**src/rtl/riscv_pkg.sv**
```systemverilog
// Shared RISC-V front-end definitions: data width, base opcodes and the
// fetch state encoding used by the instruction fetch stage.
package riscv_pkg;

    localparam int unsigned XLEN = 32;

    localparam logic [6:0] OPC_R    = 7'b0110011;
    localparam logic [6:0] OPC_I    = 7'b0010011;
    localparam logic [6:0] OPC_LD   = 7'b0000011;
    localparam logic [6:0] OPC_S    = 7'b0100011;
    localparam logic [6:0] OPC_B    = 7'b1100011;
    localparam logic [6:0] OPC_J    = 7'b1101111;
    localparam logic [6:0] OPC_JALR = 7'b1100111;

    localparam logic [31:0] NOP = 32'h0000_0013;

    typedef enum logic [1:0] {
        REQ,
        WAIT,
        OUT
    } fetch_state_t;

endpackage

```
**src/rtl/ifetch_unit.sv**
```systemverilog
// Instruction fetch stage: owns the PC, fetches one word at a time over a
// req/gnt/rvalid port and hands a single buffered instruction to decode.
module ifetch_unit #(
    parameter int unsigned     XLEN     = riscv_pkg::XLEN,
    parameter logic [XLEN-1:0] RESET_PC = '0
) (
    input  logic            clk_i,
    input  logic            rst_ni,
    output logic            imem_req_o,
    output logic [XLEN-1:0] imem_addr_o,
    input  logic            imem_gnt_i,
    input  logic            imem_rvalid_i,
    input  logic [31:0]     imem_rdata_i,
    input  logic            imem_err_i,
    output logic            instr_valid_o,
    input  logic            instr_ready_i,
    output logic [31:0]     instr_o,
    output logic [XLEN-1:0] instr_pc_o,
    output logic [XLEN-1:0] instr_pc4_o,
    output logic            fetch_err_o,
    output logic            misalign_o,
    input  logic            redirect_i,
    input  logic [XLEN-1:0] redirect_pc_i
);
    import riscv_pkg::*;

    fetch_state_t    state_q, state_d;
    logic            run_q;
    logic [XLEN-1:0] pc_q, pc_d;
    logic [31:0]     instr_q, instr_d;
    logic [XLEN-1:0] ipc_q, ipc_d;
    logic            err_q, err_d;
    logic            mis_q, mis_d;
    logic            handshake;
    logic [XLEN-1:0] seq_pc;
    logic [XLEN-1:0] next_pc;

    // A misaligned PC resumes at the following aligned word.
    assign seq_pc    = {pc_q[XLEN-1:2], 2'b00} + XLEN'(4);
    assign handshake = (state_q == OUT) && instr_ready_i;
    assign next_pc   = redirect_i ? redirect_pc_i : seq_pc;

    always_comb begin
        state_d = state_q;
        pc_d    = pc_q;
        instr_d = instr_q;
        ipc_d   = ipc_q;
        err_d   = err_q;
        mis_d   = mis_q;
        case (state_q)
            REQ: begin
                if (run_q && imem_gnt_i) begin
                    state_d = WAIT;
                end
            end
            WAIT: begin
                if (imem_rvalid_i) begin
                    state_d = OUT;
                    instr_d = imem_err_i ? 32'h0 : imem_rdata_i;
                    ipc_d   = pc_q;
                    err_d   = imem_err_i;
                    mis_d   = 1'b0;
                end
            end
            OUT: begin
                if (handshake) begin
                    pc_d    = next_pc;
                    instr_d = 32'h0;
                    err_d   = 1'b0;
                    if (next_pc[1:0] == 2'b00) begin
                        state_d = REQ;
                        ipc_d   = '0;
                        mis_d   = 1'b0;
                    end else begin
                        // Never fetch from a misaligned target; present a trap entry.
                        ipc_d = next_pc;
                        mis_d = 1'b1;
                    end
                end
            end
            default: state_d = REQ;
        endcase
    end

    // run_q keeps the request low for the first cycle out of reset, so the
    // request stays a pure function of registered state.
    always_ff @(posedge clk_i or negedge rst_ni) begin
        if (!rst_ni) begin
            state_q <= REQ;
            run_q   <= 1'b0;
            pc_q    <= RESET_PC;
            instr_q <= 32'h0;
            ipc_q   <= '0;
            err_q   <= 1'b0;
            mis_q   <= 1'b0;
        end else begin
            state_q <= state_d;
            run_q   <= 1'b1;
            pc_q    <= pc_d;
            instr_q <= instr_d;
            ipc_q   <= ipc_d;
            err_q   <= err_d;
            mis_q   <= mis_d;
        end
    end

    assign imem_req_o    = (state_q == REQ) && run_q;
    assign imem_addr_o   = pc_q;
    assign instr_valid_o = (state_q == OUT);
    assign instr_o       = instr_q;
    assign instr_pc_o    = ipc_q;
    assign instr_pc4_o   = ipc_q + XLEN'(4);
    assign fetch_err_o   = err_q;
    assign misalign_o    = mis_q;

`ifndef SYNTHESIS
    a_rvalid_in_wait: assert property (@(posedge clk_i) disable iff (!rst_ni)
        imem_rvalid_i |-> (state_q == WAIT));
    a_gnt_with_req: assert property (@(posedge clk_i) disable iff (!rst_ni)
        imem_gnt_i |-> imem_req_o);
`endif

endmodule

```
**config.mk**
```make
export PLATFORM = sky130hd
export DESIGN_NAME = ifetch_unit
export DESIGN_NICKNAME = d
export VERILOG_FILES = /design/src/rtl/riscv_pkg.sv /design/src/rtl/ifetch_unit.sv
export SDC_FILE = /design/constraint.sdc
export NUM_CORES = 1
export LEC_CHECK = 0
export ABC_CLOCK_PERIOD_IN_PS = 1700
export BUFFER_PORTS_ARGS = -buffer_cell sky130_fd_sc_hd__buf_2
export CAP_MARGIN = 20
export CORE_MARGIN = 5
export CORE_UTILIZATION = 41
export CTS_CLUSTER_DIAMETER = 60
export DETAILED_ROUTE_END_ITERATION = 10
export PLACE_DENSITY = 0.71
export SYNTH_ARGS = -nofsm -noshare
export SYNTH_HDL_FRONTEND = slang
export SYNTH_SLANG_ARGS = --single-unit
```
**constraint.sdc**
```tcl
create_clock -name clk_i -period 1.7 [get_ports clk_i]
set_clock_uncertainty 0.05 [all_clocks]
set_input_delay 0.34 -clock clk_i [delete_from_list [all_inputs] [get_ports clk_i]]
set_output_delay 0.34 -clock clk_i [all_outputs]
set_load 0.01 [all_outputs]
```
==> impl_results.md <==
- # setup viols final: 37
- Clock root buffer: clkbuf_16
- Worst setup SP type: register
- Post-route cell area: 9080 µm²
- Final Hold Slack: between 0.15 and 0.2 ns
- Crit path kind: reg -> out
- Post-synthesis sequential area ratio: ~45%
- Max Cap Viol: 0
- Via-to-Cell Ratio: around 5.6
- WP data arrival: ~1.9 ns
- Total CTS buffers: 9
- FF+latch area: around 2500 µm²
- Initial DRC count: 430
- Synth async-reset ratio: 100%
- Ports: approximately 200
- Max Root-Sink Buffers: 2
- Cells after DPL: about 1100
- Routed Antenna Nets: 0
- Crit share post-route: 136%
- Post-synthesis adder-cell area fraction: less than 1%
- Crit end category: output port
- Via count: between 6000 and 7000
- DRT Wirelength: roughly 21000 µm
- Clock Latency Late Sink: around 0.35 ns
- Hpwl dp: roughly 14000 µm
- Final #Nets: around 1100
- Tot Pwr: 15.4 mW
- Syn Inst Count: slightly below 700
- GR Overflow Total: 0
- Post-synthesis mux area share: less than 1%
- Placed cell area: between 7000 and 8000 µm²
- Die area: 16100 µm²
- Unrepaired setup endpoints after global routing: true
- # DRC: 0
- Commonest non-fill, non-tap cells in the layout: buf_2, nand2_1, buf_4
- Finished Layout Cells: roughly 1200
- Top FF cell, synth: dfrtp_1
- Gpl congestion: a little over 0.9
- Fmax: about 430 MHz
- Mapped Area: between 5000 and 6000 µm²
- Share of layout cells above drive strength 1: a little under half
- Multi-input gate area: ~3500 µm²
- CTS Sinks: between 100 and 150
- First-pass GRT wire length: approximately 31000 µm
- Largest family of logic cells by synthesized area: simple AND/OR/NAND/NOR gates
- Slew Limit Fails: 0
- Pwr/cell area: 1700 nW/µm²
- Critical Path RT: ~1.3 ns
- Critical-path cell list: ha_2 -> nand2_4 -> nor4_4 -> buf_4 -> nand4_1 -> xnor2_2 -> buf_2
- CP max FO: 5
- Largest stage delay, worst path: between 0.3 and 0.4 ns
- Avg Inst Size Synth: roughly 8 µm²
- Port buffer count: approximately 200
- Antenna diode count: 0
- Static leakage: between 4 and 5 nW
- Clock transition at path regs: about 0.080 ns
- Fin crit period: between 2 and 2.5 ns
- Synth area leader: dfrtp_1
- Initial Util: approximately 42%
- Largest net degree at the start of global routing: 76
- Final worst slack: -0.604 ns
- Post-synthesis compound-gate area fraction: between 15 and 20%
- Final hold vios: 0
- Mapped Nets: ~760
- Yosys reg bits: roughly 100
- Initial antenna violation count: 1
- Post-synth EDFFs: 0
- Hold WC Path Type: in -> reg
- Failing checks: setup timing
- Max VDD drop: 751 µV
- # fillers: 1052
- CP max-delay cell: dfrtp_2
- DIE WIDTH: between 100 and 150 µm
- Most common cell after layout, fill and taps aside: buf_2
- Area Growth Syn to Fin: 61.8%
- Synth Area in XOR/XNOR: ~4.4%
- H-tree depth: 3
- CTS tree: yes
- DR WL/cell: approximately 18 µm
- Pre-antenna DRT Iters: 7
- Dominant cells by area after synthesis: dfrtp_1, nand2_1, nand3_1, o21ai_0, a21oi_1
- Yosys cell types: 54
- Core ar.: roughly 13000 µm²
- Number of global-route vias before repair: around 6200
- Rows: 42
- Simple-gate share of the synthesized area: between 20% and 30%
- Yosys warns: 0
- Die H: 127 µm
- Status: finished with violations
- Post-synth top area share: 45.0%
- Total track usage: a little under a quarter
flip-flops by register name, summed over array words and instances, names as in the netlist:
name	flops
imem_addr_o	32
instr_o	32
instr_pc_o	32
state_q	2
fetch_err_o	1
misalign_o	1
run_q	1
layout make-up:
| type | instances | share of cell area (%) |
|---|---|---|
| inverters | 8 | 0.358 |
| repair buffers | 352 | 26.9 |
| multi-input cells | 523 | 38.8 |
| well taps | 176 | 2.42 |
| clock inverters | 7 | 0.992 |
| clock buffers | 9 | 2.48 |
| flip-flops and latches | 101 | 28.0 |
metal layers:
layer / global-route usage, % / wire length (µm)
met5: 0 / 7
met4: 6.56 / 443
met3: 4.72 / 1600
met2: 40.0 / 10600
met1: 31.5 / 8780
worst paths after layout:
kind / startpoint / to / slack (ns) / cells after the start
max: instr_pc_o[3] / instr_pc4_o[24] / -0.60 / 7
min: imem_rdata_i[2] / instr_o[2] / 0.16 / 3
max reg2reg: imem_addr_o[8] / imem_addr_o[17] / -0.10 / 4
min reg2reg: instr_o[26] / instr_o[26] / 0.42 / 2
max in group asynchronous: rst_ni / state_q[1] / 0.74 / 3
min in group asynchronous: rst_ni / instr_pc_o[5] / 0.49 / 3
what timing repair did:
item,in CTS,in global routing
pin swaps,26,25
endpoints found under the setup margin,37,109
hold buffers,1,0
buffers inserted,14,26
resized for setup,49,76
endpoints found under the hold margin,98,0
gates cloned,0,3
worst max-delay path, delay by kind of cell, from the launching register on:
kind | cells | cell delay [ns]
simple gates | 3 | 0.48
flops | 1 | 0.38
buf+inv | 2 | 0.33
fa+ha+maj | 1 | 0.22
xor+xnor | 1 | 0.17
power breakdown:
group          internal [mW]  switching (mW)  total, mW  leakage [nW]
sequential              3.41           0.769       4.18          1.23
clock                   1.19            1.02       2.20         0.150
combinational           4.16            4.87       9.04          3.08
through the flow:
step	setup slack, ns	utilization, %	TNS [ns]
after global placement	-0.326	58.7	-4.50
after CTS	-0.551	63.7	-11.33
final	-0.604	68.0	-12.75
after detailed placement	-0.363	58.7	-5.50
after global routing	-0.667	68.0	-15.31
after floorplan	-0.236	-	-4.63
synth_stat cells (5+ instances only):
| library cell | count |
|---|---|
| nor3_1 | 19 |
| buf_2 | 6 |
| xnor2_1 | 21 |
| and3_1 | 16 |
| nand2_1 | 128 |
| dfrtp_1 | 101 |
| a21oi_1 | 46 |
| nor4_1 | 11 |
| clkbuf_1 | 39 |
| or3_1 | 5 |
| nand4_1 | 17 |
| a22oi_1 | 6 |
| xor2_1 | 7 |
| inv_1 | 8 |
| o21ai_0 | 52 |
| nor2_1 | 59 |
| nand3_1 | 61 |
| o2bb2ai_1 | 5 |
cells by family after synthesis:
kind of cell / Yosys count
simple gates: 347
compound gates: 142
flops: 101
buf+inv: 58
xor+xnor: 28
mux: 3
fa+ha+maj: 2
other cells: 1
Power figures use the tool's default switching activity.
